===== src/rtl/cpu_pkg.sv =====
// ---------------------------------------------------------------------------
// cpu_pkg
// Shared definitions for the decode/issue boundary of the CPU pipeline.
//   REG_AW_DEFAULT : register-file address width
//   BM_AW_DEFAULT  : bitmap-register-file address width
//   WB_LAT_DEFAULT : cycles from issue until a write lands (EX, MEM, WB)
//   SB_AW          : scoreboard address width, wide enough for either file
//   sb_entry_t     : one in-flight destination {v, is_bm, addr}
// ---------------------------------------------------------------------------
package cpu_pkg;

    localparam int REG_AW_DEFAULT = 4;
    localparam int BM_AW_DEFAULT  = 2;
    localparam int WB_LAT_DEFAULT = 3;

    localparam int SB_AW = (REG_AW_DEFAULT > BM_AW_DEFAULT) ? REG_AW_DEFAULT : BM_AW_DEFAULT;

    typedef struct packed {
        logic             v;
        logic             is_bm;
        logic [SB_AW-1:0] addr;
    } sb_entry_t;

endpackage


===== src/rtl/hazard_scoreboard.sv =====
// ---------------------------------------------------------------------------
// hazard_scoreboard
// Shift-register record of destinations still in flight between issue and
// write-back, plus the read-after-write match against the decode sources.
// Ports:
//   clk, rst            : clock, asynchronous active-high reset
//   i_push              : the decode instruction issues with a destination
//   i_push_bm           : that destination is a bitmap register
//   i_push_addr         : destination index (zero-extended)
//   i_rs1_used/_addr    : register source 1
//   i_rs2_used/_addr    : register source 2
//   i_bs_used/_addr     : bitmap source
//   o_hazard            : a source matches a counted in-flight destination
// ---------------------------------------------------------------------------
module hazard_scoreboard
    import cpu_pkg::*;
#(
    parameter int WB_LAT    = WB_LAT_DEFAULT,
    parameter bit WB_BYPASS = 1'b1
) (
    input  logic             clk,
    input  logic             rst,
    input  logic             i_push,
    input  logic             i_push_bm,
    input  logic [SB_AW-1:0] i_push_addr,
    input  logic             i_rs1_used,
    input  logic [SB_AW-1:0] i_rs1_addr,
    input  logic             i_rs2_used,
    input  logic [SB_AW-1:0] i_rs2_addr,
    input  logic             i_bs_used,
    input  logic [SB_AW-1:0] i_bs_addr,
    output logic             o_hazard
);

    // With write-before-read register files the oldest entry lands in the
    // same cycle a reader would fetch it, so it no longer blocks.
    localparam int N_CHK = WB_BYPASS ? WB_LAT - 1 : WB_LAT;

    sb_entry_t r_sb [WB_LAT];
    sb_entry_t w_push;

    // NOTE: every signal assigned in always_comb gets a default first so no path leaves it unassigned and infers a latch.
    always_comb begin
        w_push = '0;
        if (i_push) begin
            w_push.v     = 1'b1;
            w_push.is_bm = i_push_bm;
            w_push.addr  = i_push_addr;
        end
    end

    // NOTE: sequential state uses non-blocking assignments so every entry shifts from its pre-edge value.
    // NOTE: the entry array is a handful of flops, not RAM, and its valid bits must clear on reset, so every entry is reset.
    always_ff @(posedge clk or posedge rst) begin
        if (rst) begin
            for (int i = 0; i < WB_LAT; i++) begin
                r_sb[i] <= '0;
            end
        end else begin
            r_sb[0] <= w_push;
            for (int i = 1; i < WB_LAT; i++) begin
                r_sb[i] <= r_sb[i-1];
            end
        end
    end

    always_comb begin
        o_hazard = 1'b0;
        for (int i = 0; i < N_CHK; i++) begin
            if (r_sb[i].v) begin
                if (r_sb[i].is_bm) begin
                    if (i_bs_used && (r_sb[i].addr == i_bs_addr)) begin
                        o_hazard = 1'b1;
                    end
                end else begin
                    if ((i_rs1_used && (r_sb[i].addr == i_rs1_addr)) ||
                        (i_rs2_used && (r_sb[i].addr == i_rs2_addr))) begin
                        o_hazard = 1'b1;
                    end
                end
            end
        end
    end

endmodule


===== src/rtl/issue_hazard_unit.sv =====
// ---------------------------------------------------------------------------
// issue_hazard_unit
// Issue control between decode and execute. Stalls decode on read-after-
// write hazards (no forwarding), inserts bubbles into EX, squashes the
// decode slot on a taken branch and latches a halted state on HALT.
// Ports:
//   clk, rst                    : clock, asynchronous active-high reset
//   id_valid                    : decode slot holds a real instruction
//   rs1/rs2/bs_used, _addr      : source usage flags and indices
//   reg_write, rd_addr          : register destination
//   bitmap_write, bd_addr       : bitmap destination
//   is_halt                     : HALT decoded
//   br_taken                    : EX reports a taken branch/return
//   stall                       : hold PC and IF/ID
//   issue                       : decode instruction advances to EX
//   flush                       : squash IF/ID
//   ex_valid                    : registered, EX holds a real instruction
//   halted                      : registered, CPU halted
//   hazard_count                : registered saturating count of stall cycles
// ---------------------------------------------------------------------------
module issue_hazard_unit
    import cpu_pkg::*;
#(
    parameter int REG_AW    = REG_AW_DEFAULT,
    parameter int BM_AW     = BM_AW_DEFAULT,
    parameter int WB_LAT    = WB_LAT_DEFAULT,
    parameter bit WB_BYPASS = 1'b1
) (
    input  logic              clk,
    input  logic              rst,
    input  logic              id_valid,
    input  logic              rs1_used,
    input  logic              rs2_used,
    input  logic              bs_used,
    input  logic [REG_AW-1:0] rs1_addr,
    input  logic [REG_AW-1:0] rs2_addr,
    input  logic [BM_AW-1:0]  bs_addr,
    input  logic              reg_write,
    input  logic              bitmap_write,
    input  logic [REG_AW-1:0] rd_addr,
    input  logic [BM_AW-1:0]  bd_addr,
    input  logic              is_halt,
    input  logic              br_taken,
    output logic              stall,
    output logic              issue,
    output logic              flush,
    output logic              ex_valid,
    output logic              halted,
    output logic [15:0]       hazard_count
);

    if (WB_LAT < 1 || WB_LAT > 6) begin : g_bad_wb_lat
        $error("issue_hazard_unit: WB_LAT must be 1..6");
    end
    if (REG_AW > SB_AW || BM_AW > SB_AW) begin : g_bad_aw
        $error("issue_hazard_unit: address width exceeds scoreboard width");
    end

    logic             w_hazard;
    logic             w_issue;
    logic             w_count_en;
    logic             w_push;
    logic [SB_AW-1:0] w_push_addr;

    logic             r_ex_valid;
    logic             r_halted;
    logic [15:0]      r_hazard_count;

    // Priority: a taken branch overrides everything, then halt, then hazard.
    assign w_issue    = id_valid & ~w_hazard & ~br_taken & ~r_halted;
    assign w_count_en = id_valid &  w_hazard & ~br_taken;

    assign flush = br_taken;
    assign issue = w_issue;
    assign stall = w_count_en | r_halted;

    // A dual-write instruction records only its bitmap destination.
    assign w_push      = w_issue & (reg_write | bitmap_write);
    assign w_push_addr = bitmap_write ? SB_AW'(bd_addr) : SB_AW'(rd_addr);

    hazard_scoreboard #(
        .WB_LAT    (WB_LAT),
        .WB_BYPASS (WB_BYPASS)
    ) u_scoreboard (
        .clk         (clk),
        .rst         (rst),
        .i_push      (w_push),
        .i_push_bm   (bitmap_write),
        .i_push_addr (w_push_addr),
        .i_rs1_used  (rs1_used),
        .i_rs1_addr  (SB_AW'(rs1_addr)),
        .i_rs2_used  (rs2_used),
        .i_rs2_addr  (SB_AW'(rs2_addr)),
        .i_bs_used   (bs_used),
        .i_bs_addr   (SB_AW'(bs_addr)),
        .o_hazard    (w_hazard)
    );

    always_ff @(posedge clk or posedge rst) begin
        if (rst) begin
            r_ex_valid     <= 1'b0;
            r_halted       <= 1'b0;
            r_hazard_count <= '0;
        end else begin
            r_ex_valid <= w_issue;
            if (w_issue && is_halt) begin
                r_halted <= 1'b1;
            end
            if (w_count_en && (r_hazard_count != 16'hFFFF)) begin
                r_hazard_count <= r_hazard_count + 16'd1;
            end
        end
    end

    assign ex_valid     = r_ex_valid;
    assign halted       = r_halted;
    assign hazard_count = r_hazard_count;

    a_single_dest: assert property (@(posedge clk) disable iff (rst)
        !(w_issue && reg_write && bitmap_write));

endmodule

===== config.mk =====
export PLATFORM = sky130hd
export DESIGN_NAME = issue_hazard_unit
export DESIGN_NICKNAME = d
export VERILOG_FILES = /design/src/rtl/cpu_pkg.sv /design/src/rtl/hazard_scoreboard.sv /design/src/rtl/issue_hazard_unit.sv
export SDC_FILE = /design/constraint.sdc
export NUM_CORES = 1
export LEC_CHECK = 0
export CORE_UTILIZATION = 40
export DETAILED_ROUTE_END_ITERATION = 8
export PLACE_DENSITY_LB_ADDON = 0.08
export SYNTH_ARGS = -nofsm -noshare
export SYNTH_HDL_FRONTEND = slang
export SYNTH_HIERARCHICAL = 1
export SYNTH_SLANG_ARGS = --single-unit

===== constraint.sdc =====
create_clock -name clk -period 2.25 [get_ports clk]
set_input_delay 0.45 -clock clk [delete_from_list [all_inputs] [get_ports clk]]
set_output_delay 0.45 -clock clk [all_outputs]
set_load 0.03 [all_outputs]

# After elaboration in Yosys (flattened, before gate mapping)
# Cells that the tools add are included.
word_totals:
  ff_bits: 30
  output_inout_bits: 21
classes:
  n_bitwise: 11
  eq_ne: 7
  add_sub_neg: 1
  muxes: 10
  n_reduce_logical: 10
op_table:
  columns: ["cell", "n"]
  rows:
  - ["adder 16 x 1 -> 16 bit, second input constant", 1]
  - ["equality test 4 bit", 4]
  - ["!= test 16 bit, second input constant", 1]
  - ["equality test 4 x 2 -> 1 bit", 2]
  - ["logical AND 1 bit", 8]
  - ["2-to-1 mux 1 bit", 8]
  - ["AND 1 bit", 6]
  - ["2-to-1 mux 6 bit", 1]
  - ["2-to-1 mux 4 bit", 1]
  - ["inverter 1 bit", 3]
  - ["logical OR 1 bit", 2]
  - ["OR 1 bit", 2]

# Longest topological paths before layout
logic_depth:
  word_depth: 15
  mapped_depth: 9
  depth_no_buf: 9

# Modules after synthesis
# The synthesis kept the hierarchy.
by_module_without_submodules:
  columns: ["mod", "cells_per_inst", "n_inst", "seq_area_each_um2", "area_each_um2"]
  rows:
  - ["issue_hazard_unit", 85, 1, 450.4, 927.1]
  - ["hazard_scoreboard", 58, 1, 300.3, 644.4]

# Worst setup path before layout
# Ideal clock, no wire load.
synth_timing:
  path_kind: "input to register"
  startpoint: "in rs1_addr[1]"
  endpoint: "reg u_scoreboard/r_sb[12] (netlist bit)"
  arrival_ps: 2798
  t_required_ps: 2184
  cell_stages: 8
  n_path_buf: 0
  slack_ps: -613
  path_cell_list: "xnor2_1 -> nand2_1 -> nor4_1 -> o311ai_1 -> o311ai_1 -> nor4b_1 -> o21a_1 -> and2_1"
synth_rtl:
  columns: ["item", "line_no", "text"]
  rows:
  - ["from (decl)", "issue_hazard_unit.sv:35", "input logic [REG_AW-1:0] rs1_addr,"]
  - ["to (signal, indexed assignment)", "hazard_scoreboard.sv:62", "r_sb[i] <= r_sb[i-1];"]
  - ["to (decl)", "hazard_scoreboard.sv:39", "sb_entry_t r_sb [WB_LAT];"]

# Worst setup path in the final report
layout_timing:
  startpoint: "reg u_scoreboard/r_sb[13] (netlist bit)"
  endpoint: "out stall"
layout_via:
  elab_chain_cells: 12
layout_lines:
  columns: ["item", "line_no", "text"]
  rows:
  - ["equality test 4 bit, on equally long branches", "hazard_scoreboard.sv:76, hazard_scoreboard.sv:77", null]
  - ["logical AND 1 bit, on equally long branches", "hazard_scoreboard.sv:76, hazard_scoreboard.sv:77", null]
  - ["logical OR 1 bit", "hazard_scoreboard.sv:76", "if ((i_rs1_used && (r_sb[i].addr == i_rs1_addr)) ||"]
  - ["2-to-1 mux 1 bit", "hazard_scoreboard.sv:76", null]
  - ["2-to-1 mux 1 bit *", "hazard_scoreboard.sv:71", "if (r_sb[i].is_bm) begin"]
  - ["2-to-1 mux 1 bit *", "hazard_scoreboard.sv:70", "if (r_sb[i].v) begin"]
  - ["2-to-1 mux 1 bit, on equally long branches", "hazard_scoreboard.sv:76, hazard_scoreboard.sv:72", null]
  - ["2-to-1 mux 1 bit", "hazard_scoreboard.sv:71", null]
  - ["2-to-1 mux 1 bit *", "hazard_scoreboard.sv:70", null]
  - ["via w_hazard", "issue_hazard_unit.sv:59", "logic w_hazard;"]
  - ["AND 1 bit * (2 in a row)", "issue_hazard_unit.sv:71", "assign w_count_en = id_valid & w_hazard & ~br_taken;"]
  - ["OR 1 bit *", "issue_hazard_unit.sv:75", "assign stall = w_count_en | r_halted;"]
  - ["to (decl)", "issue_hazard_unit.sv:44", "output logic stall,"]
# Mark *: on every way through the listed nets, which the timed path passes. The rest lies on a longest branch.

==> flow_summary_export.csv <==
group,metric,value,unit
setup_path,worst_path_max_delay_cell,"dfrtp_2",
logic_synthesis,ys.flop_type,"dfrtp_1",
cells_and_area,finalInstanceArea,2510,um^2
timing,period_minus_slack,2.62,ns
timing,worstMarginPinSlew,0.787,ns
routing,routed_wirelength,3710,um
routing,viasPerCell,5.02,
setup_path,endpoint_kind,"output pin",
job,max-cap-violations,0,
setup_path,crit_path_end,"stall",
logic_synthesis,synth_area_leaders,"dfrtp_1 (48%), xor2_1 (14%), xnor2_1 (7.2%)",
cells_and_area,fin_cells,262,
cts,clock_sinks,30,
cells_and_area,fin_nets,240,
routing,vias,1315,
setup_path,cpPeakStageDelay,0.44,ns
cells_and_area,antenna_cells,0,
setup_path,r2r_slack,-0.29,ns
status,status,"finished with violations",
routing,dr.pass1.iters,4,
timing,hold_viol_final,0,
grt,first_global_vias,1378,
power_and_ir_drop,ir_drop,0.000331,V
cells_and_area,final_util,0.676,
setup_path,crit_path_start_kind,"flop",
timing,period_share,1.16,
grt,grt_pass1_wl,6440,um
status,violations,"setup timing",
setup_path,timing.rr.end,"hazard_count[15]",
floorplan,die_area,4180,um^2
place,dpl_cell_area,2180,um^2
place,io_buffers,46,
timing,setup_slack,-0.369,ns
cts,postCtsHoldBufs,0,
cts,cts-root-buf,"clkbuf_8",
logic_synthesis,ys_seq_area_frac,0.478,
timing,setup_viol,16,
setup_path,crit_path_max_fanout,4,
place,preCtsSetupSlack,-0.662,ns
place,hpwl,2600,um
grt,grt_max_degree,19,
floorplan,die_w,64.7,um
routing,wl_per_cell,14.2,um
logic_synthesis,ys_types,38,
cts,clock_latency,0.28,ns
timing,max_clock_freq,382,MHz
logic_synthesis,netlist.area_leader.share,0.478,
power_and_ir_drop,p_clk_frac,0.360,
power_and_ir_drop,seqPwrFrac,0.472,
setup_path,path_cells,"buf_6 -> xor2_1 -> o41ai_2 -> o311ai_2 -> o311ai_2 -> buf_4 -> nand3b_1 -> buf_6 -> nand2b_4 -> buf_6",
setup_path,cp_data_arrival_time,2.17,ns
floorplan,initial_utilization,0.423,
cells_and_area,drive_gt1_frac,0.257,
place,placedCellCount,250,
floorplan,ioPinCount,47,
cts,clock_path_buffers,2,
timing,slew_headroom,0.471,
logic_synthesis,synthArstFlopShare,1.00,
cts,clkTransAtPathRegs,0.06,ns
power_and_ir_drop,p_int,912,uW
floorplan,core.rowCount,22,
routing,ant_nets,0,
cts,cts_tree,"done",
timing,holdWs,0.418,ns
logic_synthesis,synth-edff-count,0,
setup_path,r2r_cells,10,
setup_path,path_class,"flop to output pin",
grt,antenna_found_initial,0,
power_and_ir_drop,swShare,0.261,
grt,overflow,0,
routing,drtIter0Drc,19,
timing,rsz0062_at_grt,"true",
floorplan,core_area,3720,um^2
power_and_ir_drop,power,1.23,mW
place,gp_congestion,0.863,
worst_hold_path,worstHoldPathType,"flop to flop",
floorplan,fp.dieH,64.7,um
setup_path,r2r-start,"u_scoreboard/r_sb[13]",
timing,skew,0.00841,ns
power_and_ir_drop,power_switching,321,uW
logic_synthesis,ys_ff_latch,30,
setup_path,crit_required,1.80,ns
power_and_ir_drop,p_per_area,491,nW/um^2
timing,slew_violations,0,
power_and_ir_drop,p_leak,1.11,nW
cts,cts_buffers,5,
logic_synthesis,yosys.area.top_type,"dfrtp_1",
grt,grt_usage,0.209,
routing,drc,0,
setup_path,critical_path.startpoint,"u_scoreboard/r_sb[13]",
power_and_ir_drop,pwr-share-comb,0.168,
timing,tns,-2.74,ns
setup_path,cp_common_cell,"buf_6",
cts,htree_num_levels,2,
logic_synthesis,syn_inst,143,
cells_and_area,area_delta_synth_final,59.9,%
logic_synthesis,mappedNetlistArea,1570,um^2
logic_synthesis,avgSynthCellArea,11.0,um^2
logic_synthesis,yosys_warnings,6,
==> layout by cell type (no fill, tap or decap), types with 2 or more instances in the layout <==
cell type	count
nor4_4	2
clkdlybuf4s50_1	32
o311ai_2	2
nor4_1	3
buf_6	6
conb_1	4
dfrtp_2	3
nor2_1	2
xnor2_1	13
nand4_1	4
and2_1	5
buf_4	11
inv_1	2
nor3_4	4
xor2_1	23
nand3_1	8
dlygate4sd2_1	11
dfrtp_1	27
xor2_2	2
nor4b_4	2
mux2_2	2
nand2_1	8
nor2b_1	3
clkbuf_8	6
==> logic make-up (layout without fill, tap and decap cells) <==
kind of cell	after synthesis	in the layout	synth area share
compound gates	11	11	0.0549
xor+xnor	38	38	0.212
fa+ha+maj	1	1	0.00796
buf+inv	3	71	0.00956
flops	30	30	0.478
mux	3	3	0.0215
other cells	1	4	0.00239
simple gates	56	56	0.214
==> cell type report <==
| class | instances | area (um^2) |
|---|---|---|
| tap | 48 | 60.1 |
| sequential | 30 | 754 |
| inverter | 2 | 7.51 |
| fill | 287 | 1200 |
| clock inverter | 1 | 5.00 |
| clock buffer | 7 | 86.3 |
| timing repair buffer | 61 | 577 |
| multi-input combinational | 113 | 1020 |
==> state kept, by name, summed over array words and instances (netlist names) <==
name               count
ex_valid               1
u_scoreboard/r_sb     12
hazard_count          16
halted                 1
==> worst min path at each step <==
| stage | depth (start not counted) | slack [ns] | from | endpoint |
|---|---|---|---|---|
| after floorplan | 1 | 0.31 | rst | u_scoreboard/r_sb[10] |
| after global placement | 0 | 0.38 | u_scoreboard/r_sb[17] | u_scoreboard/r_sb[11] |
| after global routing | 0 | 0.44 | u_scoreboard/r_sb[17] | u_scoreboard/r_sb[11] |
| after detailed placement | 0 | 0.38 | u_scoreboard/r_sb[17] | u_scoreboard/r_sb[11] |
| after CTS | 0 | 0.40 | u_scoreboard/r_sb[17] | u_scoreboard/r_sb[11] |
| final | 0 | 0.42 | u_scoreboard/r_sb[17] | u_scoreboard/r_sb[11] |
==> per-layer routing <==
metal / global-route usage / up-vias / share of wire
met5: 0 / - / 0
met4: 0.0917 / 0 / 0.016
met3: 0.0581 / 5 / 0.058
met2: 0.324 / 47 / 0.45
met1: 0.273 / 621 / 0.48
li1: - / 642 / -
==> power by group through the flow <==
| stage | sequential (mW) | clock (mW) | combinational, mW |
|---|---|---|---|
| detailed placement | 0.586 | 0 | 0.196 |
| CTS | 0.581 | 0.454 | 0.208 |
| global route | 0.584 | 0.485 | 0.224 |
| finish | 0.582 | 0.445 | 0.207 |
| global placement | 0.586 | 0 | 0.193 |
| floorplan | 0.603 | 0 | 0.0748 |
==> synth_stat cells, types with 2 or more instances <==
library cell  number
nor2_1             3
nor4b_1            2
and2_1             5
nand3_1            9
o21ai_0            2
mux2_2             2
inv_1              2
dfrtp_1           30
xor2_1            25
nand4_1            4
nor3_1             6
o311ai_1           2
nand2_1            8
xnor2_1           13
nor4_1             5
nor2b_1            3
==> worst max-delay path, delay by kind of cell (launching register included) <==
kind                   cells  cell delay (ns)
AND/OR/NAND/NOR            2             0.16
XOR/XNOR                   1             0.16
AO/OA/AOI/OAI              3             0.57
buffers and inverters      4             0.57
flip-flops                 1             0.44
==> what timing repair did <==
action | in CTS | in global routing
resized for setup | 47 | 9
pin swaps | 19 | 7
setup buffers | 3 | 1
endpoints found under the setup margin | 23 | 24
(Power assumes the default switching activity.)
